==> config.mk <==
export PLATFORM = sky130hd
export DESIGN_NAME = fft_stage_feeder
export DESIGN_NICKNAME = d
export VERILOG_FILES = /design/src/rtl/fft_stage_feeder.sv
export SDC_FILE = /design/constraint.sdc
export NUM_CORES = 1
export LEC_CHECK = 0
export ABC_AREA = 1
export ABC_CLOCK_PERIOD_IN_PS = 4200
export BUFFER_PORTS_ARGS = -buffer_cell sky130_fd_sc_hd__buf_2
export CAP_MARGIN = 25
export CORE_MARGIN = 1.5
export CORE_UTILIZATION = 50
export DETAILED_ROUTE_END_ITERATION = 12
export PLACE_DENSITY = 0.73
export SYNTH_ARGS = -nofsm -noshare
export SYNTH_HDL_FRONTEND = slang
export SYNTH_SLANG_ARGS = --single-unit
==> constraint.sdc <==
create_clock -name clk -period 4.2 [get_ports clk]
set_input_delay 1.05 -clock clk [delete_from_list [all_inputs] [get_ports clk]]
set_output_delay 1.05 -clock clk [all_outputs]
set_load 0.005 [all_outputs]
==> src/rtl/fft_stage_feeder.sv <==
// Frame buffer feeding one radix-2 FFT stage: fills N_SAMPLES complex words,
// then presents the N_SAMPLES/2 butterfly operand pairs of stage STAGE in order.
module fft_stage_feeder #(
    parameter int n         = 32,
    parameter int d         = 16,
    parameter int N_SAMPLES = 8,
    parameter int STAGE     = 0,
    localparam int LOGN     = $clog2(N_SAMPLES),
    localparam int TW_W     = (LOGN - 1 < 1) ? 1 : LOGN - 1
) (
    input  logic            clk,
    input  logic            reset,
    input  logic            recv_val,
    output logic            recv_rdy,
    input  logic [n-1:0]    recv_r,
    input  logic [n-1:0]    recv_c,
    output logic            send_val,
    input  logic            send_rdy,
    output logic [n-1:0]    ar,
    output logic [n-1:0]    ac,
    output logic [n-1:0]    br,
    output logic [n-1:0]    bc,
    output logic [TW_W-1:0] tw_idx
);

    localparam int              SPAN     = 1 << STAGE;
    localparam int              TW_SHIFT = LOGN - 1 - STAGE;
    localparam logic [LOGN-1:0] J_MASK   = LOGN'(SPAN - 1);
    localparam logic [LOGN-1:0] SPAN_BIT = LOGN'(SPAN);
    localparam logic [LOGN-1:0] W_LAST   = LOGN'(N_SAMPLES - 1);
    localparam logic [LOGN-1:0] P_LAST   = LOGN'(N_SAMPLES / 2 - 1);

    // d only documents the fixed-point format; data passes through untouched.
    if (d < 0 || d > n || N_SAMPLES < 2 || (N_SAMPLES & (N_SAMPLES - 1)) != 0 ||
        STAGE < 0 || STAGE >= LOGN) begin : g_bad_params
        $error("fft_stage_feeder: illegal parameter combination");
    end

    typedef enum logic {FILL = 1'b0, ISSUE = 1'b1} state_t;

    state_t          state;
    logic [LOGN-1:0] w;
    logic [LOGN-1:0] p;
    logic [n-1:0]    mem_r [N_SAMPLES];
    logic [n-1:0]    mem_c [N_SAMPLES];
    logic [LOGN-1:0] j_idx;
    logic [LOGN-1:0] a_idx;
    logic [LOGN-1:0] b_idx;
    logic [TW_W-1:0] tw_full;

    // Handshake: a word moves on any rising edge where val and rdy are both 1;
    // the source holds val/data until then, and rdy never depends on val.
    assign recv_rdy = (state == FILL) && reset;
    assign send_val = (state == ISSUE);

    always_ff @(posedge clk or negedge reset) begin
        if (!reset) begin
            state <= FILL;
            w     <= '0;
            p     <= '0;
        end else begin
            case (state)
                FILL: begin
                    if (recv_val) begin
                        if (w == W_LAST) begin
                            w     <= '0;
                            state <= ISSUE;
                        end else begin
                            w <= w + LOGN'(1);
                        end
                    end
                end
                ISSUE: begin
                    if (send_rdy) begin
                        if (p == P_LAST) begin
                            p     <= '0;
                            state <= FILL;
                        end else begin
                            p <= p + LOGN'(1);
                        end
                    end
                end
                default: state <= FILL;
            endcase
        end
    end

    // The frame buffer is intentionally left out of reset.
    always_ff @(posedge clk) begin
        if (recv_val && recv_rdy) begin
            mem_r[w] <= recv_r;
            mem_c[w] <= recv_c;
        end
    end

    // p = g*S + j maps to a = 2*S*g + j, b = a + S, twiddle = j * N/(2S).
    always_comb begin
        j_idx   = p & J_MASK;
        a_idx   = ((p >> STAGE) << (STAGE + 1)) | j_idx;
        b_idx   = a_idx | SPAN_BIT;
        tw_full = TW_W'(j_idx << TW_SHIFT);
    end

    always_comb begin
        ar     = '0;
        ac     = '0;
        br     = '0;
        bc     = '0;
        tw_idx = '0;
        if (send_val) begin
            ar     = mem_r[a_idx];
            ac     = mem_c[a_idx];
            br     = mem_r[b_idx];
            bc     = mem_c[b_idx];
            tw_idx = tw_full;
        end
    end

endmodule

==> impl_metrics.sql, run 1 <==
INSERT INTO impl_metrics (metric_group, metric, value, unit) VALUES
('global_route', 'grt_max_degree', '130', ''),
('clocking', 'cts_tree', 'built', ''),
('clocking', 'cts_max_path_buffers', '3', ''),
('run', 'maxcap_violations', '0', ''),
('placed_design', 'detailedPlacementHpwl', '26430', 'um'),
('timing', 'slew_violations', '0', ''),
('timing', 'fin_crit_sh', '87.00', '%'),
('power_and_ir_drop', 'fin_total_pwr', '15170', 'uW'),
('layout', 'area_used_by_multi_input_combinational_logic', '0.004088', 'mm2'),
('layout', 'design_area', '0.02537', 'mm2'),
('route', 'detail_route.iter0.violations', '1171', ''),
('logic_synthesis', 'yosysWarningCount', '0', ''),
('layout', 'nNetsFinal', '2327', ''),
('logic_synthesis', 'netlist_instances', '2078', ''),
('global_route', 'initial_antenna_violation_count', '4', ''),
('timing', 'finalHoldWorstSlack', '0.2958', 'ns'),
('worst_setup_path', 'crit_family', 'buffers and inverters', ''),
('power_and_ir_drop', 'cellLeakagePower', '0.01136', 'uW'),
('placed_design', 'dp.cells', '2786', ''),
('clocking', 'cts.clk_slew.worst_paths', '0.06', 'ns'),
('route', 'vias', '14524', ''),
('timing', 'finClkSkew', '0.009027', 'ns'),
('power_and_ir_drop', 'power_density', '597.9', 'mW/mm2'),
('timing', 'setup_viol_count_final', '0', ''),
('global_route', 'grt_util_met1', '28.39', '%'),
('clocking', 'cts_htree_levels', '2', ''),
('worst_setup_path', 'timing.critical_path.required', '3.15', 'ns'),
('worst_setup_path', 'critical_path_at', '2.60', 'ns'),
('worst_setup_path', 'critPathCaptureType', 'output port', ''),
('logic_synthesis', 'synth_seq_cells', '519', ''),
('layout', 'fillerInstances', '3454', ''),
('layout', 'ff_latch_area', '0.01556', 'mm2'),
('logic_synthesis', 'synth_area_leaders', 'sky130_fd_sc_hd__edfxtp_1, sky130_fd_sc_hd__nand2_1, sky130_fd_sc_hd__inv_1, sky130_fd_sc_hd__nand3_1, sky130_fd_sc_hd__a21oi_1', ''),
('layout', 'drive_gt1_share', '13.50', '%'),
('route', 'drt-vias-per-instance', '5.034', ''),
('clocking', 'post-cts-setup-buffer-count', '0', ''),
('route', 'routedWlPerCell', '17.04', 'um'),
('floorplanning', 'dieArea', '0.04558', 'mm2'),
('power_and_ir_drop', 'vdd_drop_max', '0.6713', 'mV'),
('global_route', 'met2_track_demand_over_resource', '37.09', '%'),
('floorplanning', 'die_width', '213.5', 'um'),
('global_route', 'globalRoute.totalOverflow', '0', ''),
('global_route', 'globalRouteMet3Util', '3.720', '%'),
('route', 'antenna_left', '0', ''),
('placed_design', 'port_buffers', '197', ''),
('timing', 'worstMarginPinSlew', '0.8038', 'ns'),
('min_path', 'type_of_the_most_critical_hold_path', 'in2async', ''),
('layout', 'syn2layout_area_growth', '14.53', '%'),
('floorplanning', 'row_count', '76', ''),
('route', 'drt-total-wl', '49160', 'um'),
('clocking', 'cts-root-buf', 'sky130_fd_sc_hd__clkbuf_16', ''),
('global_route', 'grt_usage', '21.96', '%'),
('timing', 'totalNegativeSetupSlack', '0', 'ns'),
('route', 'drt_drc_violations_left', '0', ''),
('worst_setup_path', 'crit_path_start_kind', 'flip-flop', ''),
('outcome', 'result_of_the_run', 'completed', ''),
('clocking', 'clock_latency_reported_for_the_late_side_of_the_worst_skew_pair', '0.58', 'ns'),
('logic_synthesis', 'post_synth.cell_area_avg', '10.66', 'um2'),
('logic_synthesis', 'synthesized_cell_area', '0.02215', 'mm2'),
('timing', 'slew-limit-headroom', '46.41', '%'),
('global_route', 'most_crowded_layer_gr', 'met2', ''),
('route', 'dr.pass1.iters', '5', ''),
('worst_setup_path', 'worst_path_largest_cell_delay', '0.61', 'ns'),
('timing', 'report.final.hold_viol_count', '0', ''),
('global_route', 'vias_in_the_first_global_route', '14525', ''),
('logic_synthesis', 'ys_seq_area_share', '70.19', '%'),
('timing', 'final_period_minus_worst_setup_slack', '3.654', 'ns'),
('timing', 'max_clock_freq', '0.2737', 'GHz'),
('worst_setup_path', 'slowest_stage', 'sky130_fd_sc_hd__dfrtp_4', ''),
('timing', 'unrepaired_setup_endpoints_after_global_routing', 'no', ''),
('logic_synthesis', 'synthDominantCellAreaShare', '69.40', '%');
-- per-stage QoR --
step,worst slack [ns],util (%)
after CTS,0.4937,58.49
after global routing,0.4015,58.50
final,0.5460,58.51
after floorplan,-0.2997,-
after global placement,1.113,54.57
after detailed placement,1.108,54.57
-- placed cells by master (no fill, tap or decap), types with 3 or more instances in the layout --
| cell type | count |
|---|---|
| sky130_fd_sc_hd__a21oi_1 | 128 |
| sky130_fd_sc_hd__buf_12 | 10 |
| sky130_fd_sc_hd__buf_2 | 197 |
| sky130_fd_sc_hd__buf_4 | 16 |
| sky130_fd_sc_hd__bufinv_16 | 6 |
| sky130_fd_sc_hd__clkbuf_1 | 12 |
| sky130_fd_sc_hd__clkbuf_16 | 53 |
| sky130_fd_sc_hd__clkbuf_8 | 3 |
| sky130_fd_sc_hd__clkinv_1 | 10 |
| sky130_fd_sc_hd__clkinv_2 | 9 |
| sky130_fd_sc_hd__clkinv_4 | 3 |
| sky130_fd_sc_hd__dfrtp_1 | 5 |
| sky130_fd_sc_hd__diode_2 | 3 |
| sky130_fd_sc_hd__edfxtp_1 | 512 |
| sky130_fd_sc_hd__ha_1 | 3 |
| sky130_fd_sc_hd__inv_1 | 521 |
| sky130_fd_sc_hd__nand2_1 | 525 |
| sky130_fd_sc_hd__nand3_1 | 258 |
| sky130_fd_sc_hd__nor2_1 | 4 |
| sky130_fd_sc_hd__nor2_4 | 8 |
| sky130_fd_sc_hd__o21ai_0 | 7 |
-- path summary, 6_finish.rpt --
kind,from,to,slack [ns],cells past startpoint
max,p[0],ac[8],0.55,6
min,reset,send_val,0.30,1
max reg2reg,send_val,mem_r[6][6],1.22,6
min reg2reg,p[2],p[2],0.52,2
max in group asynchronous,reset,p[0],3.72,1
min in group clk,p[2],p[2],0.52,2
-- sequential cells by signal, indices dropped and copies added (netlist names) --
register,flops
p,3
mem_r,256
w,3
send_val,1
mem_c,256
-- power breakdown --
group | internal, uW | switching, uW | total, uW
combinational | 1310 | 3050 | 4370
sequential | 6070 | 126 | 6190
clock | 2730 | 1880 | 4610
total | 10100 | 5060 | 15200
-- synthesized netlist by cell type --
cell	count
sky130_fd_sc_hd__nand2_1	525
sky130_fd_sc_hd__buf_2	54
sky130_fd_sc_hd__nand3_1	258
sky130_fd_sc_hd__dfrtp_1	7
sky130_fd_sc_hd__buf_4	10
sky130_fd_sc_hd__nor2_1	12
sky130_fd_sc_hd__edfxtp_1	512
sky130_fd_sc_hd__inv_1	523
sky130_fd_sc_hd__inv_2	1
sky130_fd_sc_hd__clkbuf_1	15
sky130_fd_sc_hd__ha_1	3
sky130_fd_sc_hd__conb_1	1
sky130_fd_sc_hd__buf_1	5
sky130_fd_sc_hd__buf_6	17
sky130_fd_sc_hd__a21oi_1	128
sky130_fd_sc_hd__o21ai_0	7
-- area by class of cell --
class                           count  share of cell area [%]
Multi-Input combinational cell    935                   16.11
Sequential cell                   519                   61.32
Tap cell                          585                   2.885
Antenna cell                        3                 0.02959
Timing Repair Buffer              223                   5.148
Clock buffer                       68                   5.568
Clock inverter                     28                   1.139
Inverter                          524                   7.802
-- per-layer routing --
metal  up-vias  wire [um]
met5         -         21
met4         4       1517
met3        98       3091
met2       494      24060
met1      6981      20480
li1       6947          -
-- cell families after synthesis --
kind of cell	count (synthesis)	share of synthesized area [%]
other cells	1	0.01693
simple gates	795	14.93
fa+ha+maj	3	0.1695
buf+inv	625	11.64
compound gates	135	3.050
flops	519	70.19
(Power assumes the default switching activity.)
==> run 2: changes to the inputs <==
- PLACE_DENSITY: 0.73 -> 0.71
==> impl_metrics.sql, run 2 (synthesis results as in run 1) <==
INSERT INTO impl_metrics (metric_group, metric, value, unit) VALUES
('timing', 'layout_setup_ws', '0.4884', 'ns'),
('floorplanning', 'coreArea', '0.04336', 'mm2'),
('worst_setup_path', 'critPathCaptureType', 'output port', ''),
('worst_setup_path', 'reg_to_reg_slack_setup', '1.43', 'ns'),
('clocking', 'cts_buffers', '51', ''),
('clocking', 'cts_htree_levels', '2', ''),
('route', 'drt-total-wl', '50010', 'um'),
('timing', 'unrepaired_setup_endpoints_after_global_routing', 'no', ''),
('route', 'vias', '14442', ''),
('route', 'antenna_left', '0', ''),
('clocking', 'quantity_of_hold_fixing_buffers_added_after_cts', '0', ''),
('timing', 'slew_violations', '0', ''),
('power_and_ir_drop', 'internal_power', '9856', 'uW'),
('outcome', 'result_of_the_run', 'completed', ''),
('global_route', 'met2_track_demand_over_resource', '37.15', '%'),
('route', 'routedWlPerCell', '17.36', 'um'),
('clocking', 'cts-root-buf', 'sky130_fd_sc_hd__clkbuf_16', ''),
('floorplanning', 'floorplan.initialDensity', '51.09', '%'),
('floorplanning', 'die_width', '213.5', 'um'),
('floorplanning', 'top_level_ports', '200', ''),
('global_route', 'grt_max_degree', '259', ''),
('timing', 'slew-limit-headroom', '14.27', '%'),
('floorplanning', 'dieArea', '0.04558', 'mm2'),
('global_route', 'most_crowded_layer_gr', 'met2', ''),
('min_path', 'type_of_the_most_critical_hold_path', 'in2async', ''),
('timing', 'finalHoldWorstSlack', '0.2979', 'ns'),
('layout', 'number_of_standard_cells_in_the_final_layout_excluding_fillers', '2881', ''),
('worst_setup_path', 'path_buf_inv', '2', ''),
('power_and_ir_drop', 'vdd_drop_max', '0.5115', 'mV'),
('worst_setup_path', 'crit-reg2reg-launch', 'send_val', ''),
('power_and_ir_drop', 'net-switching-power', '4999', 'uW'),
('worst_setup_path', 'timing.critical_path.required', '3.15', 'ns'),
('timing', 'worstMarginPinSlew', '1.286', 'ns'),
('global_route', 'grt_usage', '22.13', '%'),
('global_route', 'grt_util_met1', '29.10', '%'),
('route', 'drt_drc_violations_left', '0', ''),
('worst_setup_path', 'crit_path_start_kind', 'flip-flop', ''),
('power_and_ir_drop', 'cellLeakagePower', '0.01129', 'uW'),
('power_and_ir_drop', 'share_seq_of_total_power', '42.2', '%'),
('timing', 'max_clock_freq', '0.2694', 'GHz'),
('placed_design', 'dp.cells', '2784', ''),
('floorplanning', 'dieHeight', '213.5', 'um'),
('timing', 'fin_crit_sh', '88.37', '%'),
('worst_setup_path', 'worstRegToRegCells', '6', ''),
('timing', 'totalNegativeSetupSlack', '0', 'ns'),
('placed_design', 'pre_cts_ws', '1.136', 'ns'),
('timing', 'report.final.hold_viol_count', '0', ''),
('power_and_ir_drop', 'power_switching_share', '33.65', '%'),
('timing', 'finClkSkew', '0.005666', 'ns'),
('layout', 'most_common_cell_after_layout_fill_and_taps_aside', 'sky130_fd_sc_hd__nand2_1', ''),
('global_route', 'grt_pass1_wl', '76300', 'um'),
('global_route', 'globalRoute.totalOverflow', '0', ''),
('worst_setup_path', 'worst_path_largest_cell_delay', '0.73', 'ns'),
('clocking', 'post-cts-setup-buffer-count', '0', ''),
('clocking', 'cts_max_path_buffers', '3', ''),
('worst_setup_path', 'timing.critical_path.fanout_max', '258', ''),
('clocking', 'numClockSinks', '519', ''),
('placed_design', 'detailedPlacementHpwl', '26390', 'um'),
('global_route', 'initial_antenna_violation_count', '6', ''),
('clocking', 'cts_repair_resize_count', '0', ''),
('clocking', 'cts.clk_slew.worst_paths', '0.06', 'ns'),
('clocking', 'cts_tree', 'built', ''),
('worst_setup_path', 'endpoint', 'br[3]', ''),
('power_and_ir_drop', 'portion_of_total_power_attributed_to_combinational_logic', '28.8', '%'),
('layout', 'nNetsFinal', '2323', ''),
('worst_setup_path', 'timing.critical_path.depth', '5', ''),
('placed_design', 'place_congestion', '0.7751', ''),
('timing', 'final_period_minus_worst_setup_slack', '3.712', 'ns'),
('clocking', 'clock_latency_reported_for_the_late_side_of_the_worst_skew_pair', '0.58', 'ns'),
('route', 'detail_route.iter0.violations', '1199', ''),
('floorplanning', 'row_count', '76', ''),
('worst_setup_path', 'crit_family', 'buffers and inverters', ''),
('worst_setup_path', 'r2r-end', 'mem_r[4][24]', ''),
('layout', 'syn2layout_area_growth', '13.95', '%'),
('power_and_ir_drop', 'power_density', '588.5', 'mW/mm2'),
('worst_setup_path', 'timing.setup.critical_path_class', 'reg2out', ''),
('worst_setup_path', 'cp-startpoint', 'p[0]', ''),
('route', 'dr.pass1.iters', '5', ''),
('power_and_ir_drop', 'pwr-share-clk', '29.0', '%'),
('timing', 'setup_viol_count_final', '0', ''),
('run', 'maxcap_violations', '0', ''),
('worst_setup_path', 'slowest_stage', 'sky130_fd_sc_hd__buf_12', ''),
('worst_setup_path', 'critical_path_at', '2.66', 'ns'),
('route', 'drt-vias-per-instance', '5.013', ''),
('placed_design', 'port_buffers', '197', ''),
('worst_setup_path', 'critical_path.cell_chain', 'buf_12, nand2_1, nand3_1, a21oi_1, buf_2', ''),
('global_route', 'vias_in_the_first_global_route', '14046', ''),
('layout', 'drive_gt1_share', '13.19', '%'),
('layout', 'mostFrequentLayoutCells', 'sky130_fd_sc_hd__nand2_1, sky130_fd_sc_hd__inv_1, sky130_fd_sc_hd__edfxtp_1', ''),
('global_route', 'globalRouteMet3Util', '4.247', '%'),
('layout', 'biggestRegsByFlops', 'mem_c x256, mem_r x256', '');
-- run 2: cell types whose count changed in the layout (fill, tap and decap cells not counted) --
| cell | before | now |
|---|---|---|
| sky130_fd_sc_hd__clkinv_1 | 10 | 16 |
| sky130_fd_sc_hd__clkbuf_1 | 12 | 7 |
| sky130_fd_sc_hd__buf_4 | 16 | 13 |
| sky130_fd_sc_hd__bufinv_16 | 6 | 3 |
| sky130_fd_sc_hd__clkbuf_8 | 3 | 0 |
| sky130_fd_sc_hd__diode_2 | 3 | 6 |
| sky130_fd_sc_hd__clkinv_2 | 9 | 11 |
| sky130_fd_sc_hd__clkinv_4 | 3 | 1 |
| sky130_fd_sc_hd__buf_12 | 10 | 11 |
-- run 2: stage by stage --
stage                     power (uW)  utilization [%]  area (um2)
after floorplan                 9219                -       22160
after global placement         10570            54.56       23660
after detailed placement       10670            54.56       23660
after CTS                      14970            58.18       25230
after global routing           15630            58.18       25230
final                          14850            58.21       25240
-- run 2: cell type report --
class,count,area [um2]
fill,3545,18120
sequential,519,15560
multi-input combinational,935,4088
inverter,524,1979
clock buffer,60,1353
timing repair buffer,221,1304
tap,585,732.0
clock inverter,31,214.0
antenna,6,15.01
-- run 2: how the worst min path moves through the flow --
stage | startpoint | endpoint | slack, ns | cells after the start
2_1_floorplan | p[2] | p[2] | 0.46 | 2
3_3_place_gp | p[2] | p[2] | 0.47 | 2
3_5_place_dp | p[2] | p[2] | 0.48 | 2
4_1_cts | reset | p[2] | 0.27 | 1
5_1_grt | reset | w[0] | 0.29 | 1
6_report | reset | w[0] | 0.30 | 1
-- run 2: routing by layer --
metal | vias up | routed length [um]
li1 | 6946 | -
met1 | 6960 | 21330
met2 | 449 | 24150
met3 | 83 | 3371
met4 | 4 | 1132
met5 | - | 24
-- run 2: power by group through the flow --
| stage | Clock (uW) | Sequential (uW) | Combinational, uW |
|---|---|---|---|
| floorplan | 0 | 6270 | 2950 |
| global placement | 0 | 6360 | 4200 |
| detailed placement | 0 | 6370 | 4300 |
| CTS | 4380 | 6270 | 4330 |
| global route | 4570 | 6290 | 4760 |
| finish | 4310 | 6260 | 4280 |
==> run 3: changes to the inputs <==
- ABC_CLOCK_PERIOD_IN_PS: 4200 -> 4700
- PLACE_DENSITY: 0.71 -> 0.68
- clock period: 4.2 -> 4.7 ns (I/O delays scaled with it)
==> impl_metrics.sql, run 3 (synthesis results as in run 1) <==
INSERT INTO impl_metrics (metric_group, metric, value, unit) VALUES
('global_route', 'grt_pass1_wl', '77160', 'um'),
('timing', 'layout_setup_ws', '0.9267', 'ns'),
('layout', 'most_common_cell_after_layout_fill_and_taps_aside', 'sky130_fd_sc_hd__nand2_1', ''),
('floorplanning', 'row_count', '76', ''),
('floorplanning', 'coreArea', '0.04336', 'mm2'),
('clocking', 'post-cts-setup-buffer-count', '0', ''),
('timing', 'report.final.hold_viol_count', '0', ''),
('clocking', 'numClockSinks', '519', ''),
('clocking', 'clock_latency_reported_for_the_late_side_of_the_worst_skew_pair', '0.59', 'ns'),
('route', 'detail_route.iter0.violations', '1108', ''),
('worst_setup_path', 'timing.critical_path.required', '3.52', 'ns'),
('timing', 'slew-limit-headroom', '40.11', '%'),
('layout', 'syn2layout_area_growth', '14.53', '%'),
('global_route', 'vias_in_the_first_global_route', '14021', ''),
('layout', 'fillerInstances', '3463', ''),
('clocking', 'cts-root-buf', 'sky130_fd_sc_hd__clkbuf_16', ''),
('worst_setup_path', 'critPathCaptureType', 'output port', ''),
('global_route', 'globalRoute.totalOverflow', '0', ''),
('timing', 'finClkSkew', '0.01321', 'ns'),
('clocking', 'cts_max_path_buffers', '3', ''),
('route', 'drt-vias-per-instance', '5.036', ''),
('layout', 'biggestRegsByFlops', 'mem_c x256, mem_r x256', ''),
('route', 'antenna_left', '0', ''),
('clocking', 'cts_tree', 'built', ''),
('clocking', 'cts_htree_levels', '2', ''),
('power_and_ir_drop', 'cellLeakagePower', '0.01134', 'uW'),
('global_route', 'grt_max_degree', '129', ''),
('timing', 'setup_viol_count_final', '0', ''),
('floorplanning', 'top_level_ports', '200', ''),
('floorplanning', 'dieArea', '0.04558', 'mm2'),
('power_and_ir_drop', 'power_density', '534.4', 'mW/mm2'),
('global_route', 'initial_antenna_violation_count', '6', ''),
('placed_design', 'pre_cts_ws', '1.533', 'ns'),
('timing', 'worstMarginPinSlew', '0.8984', 'ns'),
('placed_design', 'place_congestion', '0.7493', ''),
('placed_design', 'detailedPlacementHpwl', '26300', 'um'),
('layout', 'mostFrequentLayoutCells', 'sky130_fd_sc_hd__nand2_1, sky130_fd_sc_hd__inv_1, sky130_fd_sc_hd__edfxtp_1', ''),
('timing', 'unrepaired_setup_endpoints_after_global_routing', 'no', ''),
('worst_setup_path', 'timing.critical_path.fanout_max', '104', ''),
('timing', 'totalNegativeSetupSlack', '0', 'ns'),
('worst_setup_path', 'timing.setup.critical_path_class', 'reg2out', ''),
('clocking', 'quantity_of_hold_fixing_buffers_added_after_cts', '0', ''),
('route', 'drt_drc_violations_left', '0', ''),
('timing', 'fin_crit_sh', '80.28', '%'),
('layout', 'nNetsFinal', '2324', ''),
('route', 'vias', '14519', ''),
('clocking', 'cts.clk_slew.worst_paths', '0.06', 'ns'),
('timing', 'final_period_minus_worst_setup_slack', '3.773', 'ns'),
('run', 'maxcap_violations', '0', ''),
('route', 'drt-total-wl', '50960', 'um'),
('placed_design', 'place_area', '0.02366', 'mm2'),
('placed_design', 'port_buffers', '197', ''),
('timing', 'slew_violations', '0', ''),
('clocking', 'cts_buffers', '52', ''),
('layout', 'design_area', '0.02537', 'mm2'),
('layout', 'drive_gt1_share', '13.39', '%'),
('floorplanning', 'dieHeight', '213.5', 'um'),
('worst_setup_path', 'critical_path_at', '2.60', 'ns'),
('clocking', 'cts_repair_resize_count', '0', ''),
('min_path', 'type_of_the_most_critical_hold_path', 'in2async', ''),
('worst_setup_path', 'crit_path_start_kind', 'flip-flop', ''),
('timing', 'max_clock_freq', '0.2650', 'GHz'),
('floorplanning', 'die_width', '213.5', 'um'),
('outcome', 'result_of_the_run', 'completed', ''),
('global_route', 'grt_usage', '22.41', '%'),
('route', 'routedWlPerCell', '17.68', 'um'),
('placed_design', 'dp.cells', '2784', ''),
('floorplanning', 'floorplan.initialDensity', '51.09', '%'),
('power_and_ir_drop', 'vdd_drop_max', '0.8580', 'mV'),
('layout', 'number_of_standard_cells_in_the_final_layout_excluding_fillers', '2883', ''),
('route', 'dr.pass1.iters', '5', '');
[run 3: changes by cell type in the layout (fill, tap and decap cells not counted), sizes merged]
cell,previous run,this run
bufinv,3,5
clkinv,28,11
clkbuf,60,77
[run 3: area by class of cell]
cell class	instances	area, um2	share of cell area [%]
antenna	6	15.01	0.05918
timing repair buffer	221	1304	5.139
tap	585	732.0	2.885
inverter	524	1979	7.802
clock inverter	16	200.2	0.7890
sequential	519	15560	61.32
multi-input combinational	935	4088	16.11
clock buffer	77	1496	5.898
[run 3: worst max-delay path: stages (launching register included)]
cell,delay [ns]
sky130_fd_sc_hd__dfrtp_4,0.57
sky130_fd_sc_hd__inv_8,0.46
sky130_fd_sc_hd__buf_4,0.44
sky130_fd_sc_hd__nand2_1,0.11
sky130_fd_sc_hd__nand3_1,0.09
sky130_fd_sc_hd__a21oi_1,0.09
sky130_fd_sc_hd__buf_2,0.17
[run 3: where the power goes]
group	total, uW	switching, uW	internal, uW
clock	4130	1670	2460
sequential	5520	95.6	5420
combinational	3910	2740	1170
[run 3: layer usage]
| layer | track usage (%) | wire length (um) | part of all wire, % | up-vias |
|---|---|---|---|---|
| met5 | 0 | 43 | 0.084 | - |
| met4 | 8.038 | 1282 | 2.5 | 6 |
| met3 | 4.394 | 3684 | 7.2 | 102 |
| met2 | 36.30 | 24210 | 48 | 460 |
| met1 | 30.33 | 21740 | 43 | 7012 |
| li1 | - | - | - | 6939 |
[run 3: through the flow]
stage / hold slack [ns] / utilization (%) / power, uW
2_1_floorplan: 0.4575 / - / 8238
3_3_place_gp: 0.4729 / 54.56 / 9452
3_5_place_dp: 0.4930 / 54.56 / 9532
4_1_cts: 0.4021 / 58.48 / 13650
5_1_grt: 0.4106 / 58.48 / 14220
6_report: 0.4282 / 58.51 / 13560
[run 3: final timing paths]
| check | startpoint | to | slack (ns) | cells after the start |
|---|---|---|---|---|
| worst min-delay path | reset | w[0] | 0.43 | 1 |
| worst min register to register | p[2] | p[2] | 0.51 | 2 |
| worst max-delay path | p[0] | ac[13] | 0.93 | 6 |
| max in group asynchronous | reset | p[0] | 4.07 | 1 |
| worst max register to register | send_val | mem_r[0][9] | 2.47 | 6 |
| min in group clk | p[2] | p[2] | 0.51 | 2 |
